File: src/rtl/noise_estimation_mc.sv
// Multi-lane block noise estimator: single-pass per-block variance (E[x^2]-mean^2)
// reduced over a frame to one noise figure per lane, as mean or minimum of block variances.
module noise_estimation_mc #(
  parameter int DATA_WIDTH      = 8,
  parameter int NUM_CHANNELS    = 3,
  parameter int SAMPLES_LOG2    = 3,
  parameter int MAX_BLOCKS_LOG2 = 16
) (
  input  logic                                clk,
  input  logic                                rst,
  input  logic [NUM_CHANNELS*DATA_WIDTH-1:0]  data_in,
  input  logic                                valid_in,
  input  logic                                start_of_frame,
  input  logic [4:0]                          frame_blocks_log2,
  input  logic                                mode,
  output logic                                in_ready,
  output logic [NUM_CHANNELS*2*DATA_WIDTH-1:0] block_var,
  output logic                                block_valid,
  output logic [NUM_CHANNELS*2*DATA_WIDTH-1:0] noise_out,
  output logic                                noise_valid
);

  localparam int SW = DATA_WIDTH + SAMPLES_LOG2;
  localparam int QW = 2 * DATA_WIDTH + SAMPLES_LOG2;
  localparam int VW = 2 * DATA_WIDTH;
  localparam int AW = VW + MAX_BLOCKS_LOG2;
  localparam int BW = MAX_BLOCKS_LOG2;

  localparam logic [1:0] S_IDLE  = 2'd0;
  localparam logic [1:0] S_ACCUM = 2'd1;
  localparam logic [1:0] S_FLUSH = 2'd2;

  localparam logic [SAMPLES_LOG2-1:0] SMP_ONE = 1;
  localparam logic [BW-1:0]           BLK_ONE = 1;
  localparam logic [BW:0]             MAX_ONE = 1;

  logic [1:0]              state_q, state_d;
  logic                    flush_cnt_q, flush_cnt_d;
  logic                    mode_q;
  logic [4:0]              log2_q;
  logic [SAMPLES_LOG2-1:0] smp_q;
  logic [BW-1:0]           blk_q;

  logic [SW-1:0] s_q     [NUM_CHANNELS];
  logic [QW-1:0] q_q     [NUM_CHANNELS];
  logic [SW-1:0] fin_s_q [NUM_CHANNELS];
  logic [QW-1:0] fin_q_q [NUM_CHANNELS];
  logic [VW-1:0] var_q   [NUM_CHANNELS];
  logic [AW-1:0] acc_q   [NUM_CHANNELS];
  logic [VW-1:0] min_q   [NUM_CHANNELS];
  logic [VW-1:0] noise_q [NUM_CHANNELS];

  logic fin_v_q, fin_last_q, var_red_q, var_last_q;
  logic block_valid_q, noise_valid_q;

  logic                    accept, start, beat, last_smp, last_blk;
  logic [SAMPLES_LOG2-1:0] smp_idx;
  logic [BW-1:0]           blk_idx;
  logic [4:0]              cur_log2;
  logic [BW:0]             blk_max;

  logic [SW-1:0] s_new     [NUM_CHANNELS];
  logic [QW-1:0] q_new     [NUM_CHANNELS];
  logic [VW-1:0] var_new   [NUM_CHANNELS];
  logic [AW-1:0] acc_new   [NUM_CHANNELS];
  logic [VW-1:0] min_new   [NUM_CHANNELS];
  logic [VW-1:0] noise_new [NUM_CHANNELS];

  assign in_ready = (state_q != S_FLUSH);
  assign accept   = valid_in & in_ready;
  assign start    = accept & start_of_frame;
  assign beat     = accept & (start | (state_q == S_ACCUM));

  // A frame start (including a restart) forces the beat to be sample 0 of block 0.
  assign smp_idx  = start ? '0 : smp_q;
  assign blk_idx  = start ? '0 : blk_q;
  assign cur_log2 = start ? frame_blocks_log2 : log2_q;
  assign blk_max  = (MAX_ONE << cur_log2) - MAX_ONE;
  assign last_smp = beat & (&smp_idx);
  assign last_blk = ({1'b0, blk_idx} == blk_max);

  always_comb begin
    // NOTE: every combinational output gets a default first so no path can infer a latch.
    state_d     = state_q;
    flush_cnt_d = flush_cnt_q;
    case (state_q)
      S_IDLE, S_ACCUM: begin
        if (start) state_d = S_ACCUM;
        if (last_smp && last_blk) begin
          state_d     = S_FLUSH;
          flush_cnt_d = 1'b0;
        end
      end
      S_FLUSH: begin
        if (flush_cnt_q) state_d = S_IDLE;
        flush_cnt_d = 1'b1;
      end
      default: state_d = S_IDLE;
    endcase
  end

  always_comb begin
    logic [DATA_WIDTH-1:0] x, m;
    logic [VW-1:0]         sq, e, m2;
    for (int c = 0; c < NUM_CHANNELS; c++) begin
      x        = data_in[c*DATA_WIDTH +: DATA_WIDTH];
      sq       = VW'(x) * VW'(x);
      s_new[c] = (start ? '0 : s_q[c]) + SW'(x);
      q_new[c] = (start ? '0 : q_q[c]) + QW'(sq);

      m  = DATA_WIDTH'(fin_s_q[c] >> SAMPLES_LOG2);
      e  = VW'(fin_q_q[c] >> SAMPLES_LOG2);
      m2 = VW'(m) * VW'(m);
      var_new[c] = (e >= m2) ? (e - m2) : '0;

      acc_new[c]   = acc_q[c] + AW'(var_q[c]);
      min_new[c]   = (var_q[c] < min_q[c]) ? var_q[c] : min_q[c];
      noise_new[c] = mode_q ? min_new[c] : VW'(acc_new[c] >> log2_q);
    end
  end

  always_ff @(posedge clk or posedge rst) begin
    if (rst) begin
      // NOTE: the per-lane arrays are a handful of registers, not a RAM, so they reset with the rest.
      state_q       <= S_IDLE;
      flush_cnt_q   <= 1'b0;
      mode_q        <= 1'b0;
      log2_q        <= '0;
      smp_q         <= '0;
      blk_q         <= '0;
      fin_v_q       <= 1'b0;
      fin_last_q    <= 1'b0;
      var_red_q     <= 1'b0;
      var_last_q    <= 1'b0;
      block_valid_q <= 1'b0;
      noise_valid_q <= 1'b0;
      for (int c = 0; c < NUM_CHANNELS; c++) begin
        s_q[c]     <= '0;
        q_q[c]     <= '0;
        fin_s_q[c] <= '0;
        fin_q_q[c] <= '0;
        var_q[c]   <= '0;
        acc_q[c]   <= '0;
        min_q[c]   <= '0;
        noise_q[c] <= '0;
      end
    end else begin
      // NOTE: non-blocking throughout so every stage sees the previous cycle's values.
      state_q     <= state_d;
      flush_cnt_q <= flush_cnt_d;
      if (start) begin
        mode_q <= mode;
        log2_q <= frame_blocks_log2;
      end
      if (beat) begin
        smp_q <= last_smp ? '0 : (smp_idx + SMP_ONE);
        blk_q <= last_smp ? (last_blk ? '0 : (blk_idx + BLK_ONE)) : blk_idx;
        for (int c = 0; c < NUM_CHANNELS; c++) begin
          if (last_smp) begin
            fin_s_q[c] <= s_new[c];
            fin_q_q[c] <= q_new[c];
            s_q[c]     <= '0;
            q_q[c]     <= '0;
          end else begin
            s_q[c] <= s_new[c];
            q_q[c] <= q_new[c];
          end
        end
      end
      fin_v_q <= last_smp;
      if (last_smp) fin_last_q <= last_blk;

      block_valid_q <= fin_v_q;
      var_red_q     <= fin_v_q & ~start;
      var_last_q    <= fin_last_q;
      noise_valid_q <= var_red_q & var_last_q & ~start;

      // A restart wins over any in-flight block so stale variances never reach the new frame.
      for (int c = 0; c < NUM_CHANNELS; c++) begin
        if (fin_v_q) var_q[c] <= var_new[c];
        if (start) begin
          acc_q[c] <= '0;
          min_q[c] <= '1;
        end else if (var_red_q) begin
          acc_q[c] <= acc_new[c];
          min_q[c] <= min_new[c];
          if (var_last_q) noise_q[c] <= noise_new[c];
        end
      end
    end
  end

  always_comb begin
    block_var = '0;
    noise_out = '0;
    for (int c = 0; c < NUM_CHANNELS; c++) begin
      block_var[c*VW +: VW] = var_q[c];
      noise_out[c*VW +: VW] = noise_q[c];
    end
  end

  assign block_valid = block_valid_q;
  assign noise_valid = noise_valid_q;

endmodule

File: config.mk
export PLATFORM = sky130hd
export DESIGN_NAME = noise_estimation_mc
export DESIGN_NICKNAME = d
export VERILOG_FILES = /design/src/rtl/noise_estimation_mc.sv
export SDC_FILE = /design/constraint.sdc
export NUM_CORES = 2
export LEC_CHECK = 0
export CAP_MARGIN = 5
export CORE_MARGIN = 2
export CORE_UTILIZATION = 48
export DETAILED_ROUTE_END_ITERATION = 10
export PLACE_DENSITY_LB_ADDON = 0.15
export SLEW_MARGIN = 20
export SYNTH_ARGS = -nofsm -noshare
export SYNTH_HDL_FRONTEND = slang
export SYNTH_SLANG_ARGS = --single-unit
File: constraint.sdc
create_clock -name clk -period 14.16 [get_ports clk]
set_clock_uncertainty 0.2 [all_clocks]
set_input_delay 1.416 -clock clk [delete_from_list [all_inputs] [get_ports clk]]
set_output_delay 1.416 -clock clk [all_outputs]
set_load 0.02 [all_outputs]
# [After elaboration in Yosys (flattened, before gate mapping)]
# Cells that the tools add are included.
[word_totals] output_inout_bits=99 elab_cells=138 register_bits=454 inputBits=34
[op_classes] n_mux=45 add_sub_neg=15 magnitude_cmp=6 n_eq_ne=7 bitwise=9 n_shift=4 reduce_logical=10 n_mul=6
[ops] op="$mux W16" n=18
[ops] op="$mux W32" n=6
[ops] op="$mux W19" n=6
[ops] op="$add A32 B16 Y32" n=3
[ops] op="$mul A8 B8 Y16" n=6
[ops] op="$shr A32 B5 Y16" n=3
[ops] op="$mux W11" n=6
[ops] op="$add A19 B16 Y19" n=3
[ops] op="$ge A16 B16 Y1" n=3
[ops] op="$lt A16 B16 Y1" n=3
[ops] op="$sub A16 B16 Y16" n=3
[ops] op="$add A11 B8 Y11" n=3
[ops] op="$eq A16 B17 Y1" n=1
[ops] op="$shl A1 B5 Y17 const A" n=1
[ops] op="$sub A17 B1 Y17 const B" n=1
[ops] op="$add A16 B1 Y16 const B" n=1
[ops] op="$and A1 B1 Y1" n=7
[ops] op="$mux W2" n=3
[ops] op="$mux W3" n=2
[ops] op="$ne A2 B2 Y1 const B" n=3
[ops] op="$reduce_and A2 Y1" n=3
[ops] op="$reduce_and A3 Y1" n=2
[ops] op="$mux W5" n=1
[ops] op="$pmux W2 S2" n=1
[ops] op="other kinds (12)" n=13

# [Logic depth before layout (Yosys ltp)]
[depth] ltp_word=10 depth_mapped=29 mapped_depth_nobuf=28

# [Worst setup path before layout]
# OpenSTA, ideal clock, no wires.
[synth_path] path_type="input to register" start="input start_of_frame" end="register fin_q_q[37] (netlist name)" path_buffers=5 setup_time_ps=136 arrival_time_ps=6766 stages=24 required_ps=13824 slack_ps=7059 path_cell_list="and2_1 clkbuf_1 nand2_1 clkbuf_1 clkbuf_1 clkbuf_1 clkbuf_1 and2_1 fa_1 inv_1 fa_1 fa_1 fa_1 inv_1 ha_1 inv_1 o21ai_0 nand4_1 nand3_1 nor4_1 o41a_1 o21ai_0 xor2_1 o21ai_0"
[synth_via] elab_chain_len=5 word_cells_on_any_way=9 classes_between="add/sub (1); mux (2); bitwise (4); reduce/logical (2)"
[synth_lines] element="start, declared" line="13" rtl="input logic start_of_frame,"
[synth_lines] element="$and A1 B1 Y1 (*)" line="71" rtl="assign start = accept & start_of_frame;"
[synth_lines] element="parallel branches: the longest is 4 deep, another holds $add A19 B16 Y19"
[synth_lines] element="end signal, assigned by index" line="161" rtl="fin_q_q[c] <= q_new[c];"
[synth_lines] element="end, declared" line="47" rtl="logic [QW-1:0] fin_q_q [NUM_CHANNELS];"
# Every way passes the cells marked *.
# A chain may end at the register's enable or synchronous reset.

# [Final worst setup path]
[layout_path] start="input valid_in" end="register fin_q_q[18] (netlist name)"
[layout_via] elab_chain_len=6 word_cells_on_any_way=10 classes_between="add/sub (1); mux (2); bitwise (5); reduce/logical (2)"
[layout_lines] element="start, declared" line="12" rtl="input logic valid_in,"
[layout_lines] element="$and A1 B1 Y1 (*)" line="70" rtl="assign accept = valid_in & in_ready;"
[layout_lines] element="parallel branches: the longest is 5 deep, another holds $add A19 B16 Y19"
# Marked as above.

==> impl_metrics.tcl <==
set metrics [dict create \
    status "completed" \
    p_seq_share_pct 19.1 \
    cp-end-kind "register" \
    hold_violations 0 \
    wl_um 139000 \
    drv_slew 0 \
    fp.dieW_um 307 \
    dr.pass1.iters 6 \
    p_leak_nw 22.5 \
    switching_share_pct 48.8 \
    crit_arrival_ps 7370 \
    syn-instance-count 5242 \
    area_delta_synth_final_pct 9.41 \
    syn_area_um2 43900 \
    ys_seq_elements 436 \
    clk_pin_slew_ps 60 \
    async_flop_share_pct 100 \
    vias_per_cell 6.09 \
    finalSetupViolations 0 \
    synthFlopType "dfrtp_1" \
    p_int_mw 4.98 \
    h-tree-depth 2 \
    die-area_um2 94000 \
    drc 0 \
    power-per-cell-area_nw_per_um2 202 \
    place_congestion 0.998 \
    drive_above_1_share_pct 5.69 \
    dp_hpwl_um 104000 \
    finalCritPeriodShare_pct 50.2 \
    syn_nets 5852 \
    rows 110 \
    vias 39100 \
    synth.distinct_cells 98 \
    cts_hold_buf 0 \
    tritoncts "built" \
    cp.required_ps 14430 \
    die_y_um 307 \
    hold_path_class "register to register" \
    cts_buffer_depth 3 \
    critPathMaxFanout 51 \
    combPwrFrac_pct 65.0 \
    synth_edf_count 0 \
    syn_avg_cell_area_um2 8.38 \
    tightest_slew_ps 1100 \
    wire_per_inst_um 21.6 \
    yosysSeqAreaShare_pct 24.8 \
    slew-limit-headroom_pct 26.6 \
    cts-resized-gates 0 \
    drt_iter0_markers 3449 \
    cap_violations 0 \
    totalPowerFinal_mw 9.73 \
    ios 133 \
    final_antenna_net_count 0 \
    nets 5800 \
    cts_buffers 55 \
    setup_tns_ps 0 \
    clock_sinks 436 \
    cts_setup_buffers 0 \
    antenna_found_initial 2 \
    start_util_pct 48.6 \
    startpoint_type "input port" \
    criticalPathCategory "input port to register" \
    grt_pass1_vias 37500 \
    clock_latency_ps 650 \
    timing.final.crit_period_ps 7110 \
    ir_drop_mv 0.170 \
    io_buffers 132 \
    r2r_slack_ps 7470 \
    power_switching_mw 4.74 \
    grt_usage_pct 29.4 \
    core_area_um2 90400 \
    fmax_ghz 0.141 \
    grt_max_degree 147 \
    rsz0062_at_grt "false" \
    cts_root_buf "clkbuf_16" \
    yosysWarnings 0 \
    grt_first_pass_wirelength_um 219000 \
    grt_overflow_total 0 \
    clkPwrFrac_pct 15.8 \
]
## synth_stat cells (all sizes together) (13+ instances only)
library cell    n  area [um^2]
a2111oi        20          194
o22ai          94          588
o311ai         13          114
nor3           82          415
and2          241         1510
and3           48          305
nand4          51          325
fa            198         3960
o2111ai        30          269
or3            36          230
nand2         545         2050
nor2          374         1400
a221oi         24          210
a21boi         23          173
o21bai         21          158
o41ai          13          114
nand3         117          601
nand2b         49          307
a21oi         261         1310
buf            37          154
or4            15          120
o21a           34          255
mux2i          97          971
inv           499         1870
o31ai          45          338
o21ai         278         1390
mux4           24          541
a31oi          44          275
or2            36          225
clkbuf        254          955
dfrtp         436        10900
o211ai         98          736
nor2b          35          219
xor2          115         1010
a21o           61          458
ha            378         4730
xnor2         160         1400
a22o           36          315
nor4           26          169
mux2           36          405
a211oi         68          515
o221ai         14          123
a211o          17          149
## worst paths after layout
| kind | start | end | depth (start not counted) |
|---|---|---|---|
| max reg2reg | state_q[1] | fin_q_q[18] | 19 |
| min reg2reg | fin_last_q | var_last_q | 0 |
| min in group asynchronous | rst | acc_q[40] | 2 |
| max in group asynchronous | rst | fin_v_q | 4 |
| min | fin_last_q | var_last_q | 0 |
| max | valid_in | fin_q_q[18] | 19 |
## state kept, by name, summed over array words and instances, names as in the netlist, 2 cells and up
| signal | flops |
|---|---|
| acc_q | 96 |
| blk_q | 16 |
| block_var | 48 |
| fin_q_q | 48 |
| fin_s_q | 24 |
| log2_q | 5 |
| min_q | 48 |
| noise_out | 48 |
| q_q | 57 |
| s_q | 33 |
| smp_q | 3 |
| state_q | 2 |
## logic make-up (layout without fill, tap and decap cells)
group                      count (synthesis)  count (layout)  synth area share (%)
adders and majority gates                576             576                  19.8
AOI/OAI and AO/OA                       1320            1320                  20.2
other                                      0               1                     0
buffers and inverters                    793             788                  6.81
and+or+nand+nor                         1685            1685                  18.5
muxes                                    157             157                  4.36
DFF                                      436             436                  24.8
xor gates and xnor gates                 275             275                  5.48
## power by group through the flow
stage	combinational [mW]	sequential, mW	clock [mW]
finish	6.33	1.86	1.54
global route	7.11	1.90	1.62
CTS	6.30	1.86	1.57
detailed placement	6.27	1.87	0
global placement	6.17	1.87	0
floorplan	4.58	1.75	0
## layer usage
metal	track usage, %	vias to the layer above	part of all wire [%]
met5	0	-	0
met4	10.5	0	3.7
met3	3.70	239	6.7
met2	46.2	1320	45
met1	41.6	19100	45
li1	-	18400	-
## cell type report
type	count	area [um^2]
fill	8560	42400
inverter	502	1890
clock buffer	75	1560
clock inverter	29	397
tap	1176	1470
multi-input combinational	4013	30100
sequential	436	10900
antenna	1	2.50
timing repair buffer	182	1710
## worst max-delay path, stage by stage
cell and delay, ps:
clkdlybuf4s50_1 510, and2_1 370, nand2_4 380, buf_4 430, and2_1 250, fa_1 560
fa_1 450, fa_1 560, fa_1 410, ha_1 340, or2_2 290, a21oi_1 200
a211oi_1 90, nor2_1 120, a21oi_1 100, a31o_2 280, a31oi_1 310, xnor2_1 160
o21ai_0 90
## layout by cell type (no fill, tap or decap), types with 21 or more instances in the layout
master / instances
nand3_1: 114
dfrtp_1: 431
o2111ai_1: 29
ha_1: 378
o211ai_1: 98
nor2_1: 371
xnor2_1: 160
nand2_1: 543
clkbuf_16: 56
inv_1: 491
and2_1: 238
a21boi_0: 23
o22ai_1: 94
a21o_1: 61
nor4_1: 25
nor3_1: 81
nand4_1: 50
and3_1: 47
buf_4: 49
or2_2: 33
fa_1: 198
a21oi_1: 261
o21a_1: 34
mux4_2: 24
o31ai_1: 45
mux2_2: 36
a221oi_1: 24
a22o_1: 36
or3_1: 35
nand2b_1: 49
a31oi_1: 44
clkdlybuf4s50_1: 132
a211oi_1: 67
nor2b_1: 35
mux2i_1: 97
o21ai_0: 269
o21bai_1: 21
xor2_1: 115
## per-stage QoR
stage	worst slack, ps	area [um^2]	hold slack, ps	util, %	std cells
2_1_floorplan	399	43900	152	-	5242
3_3_place_gp	6480	46100	164	51.0	6309
3_5_place_dp	6430	46100	172	51.0	6309
4_1_cts	7060	48100	184	53.1	6413
5_1_grt	6660	48100	196	53.1	6413
6_report	7050	48100	184	53.2	6414
(Power assumes the default switching activity.)
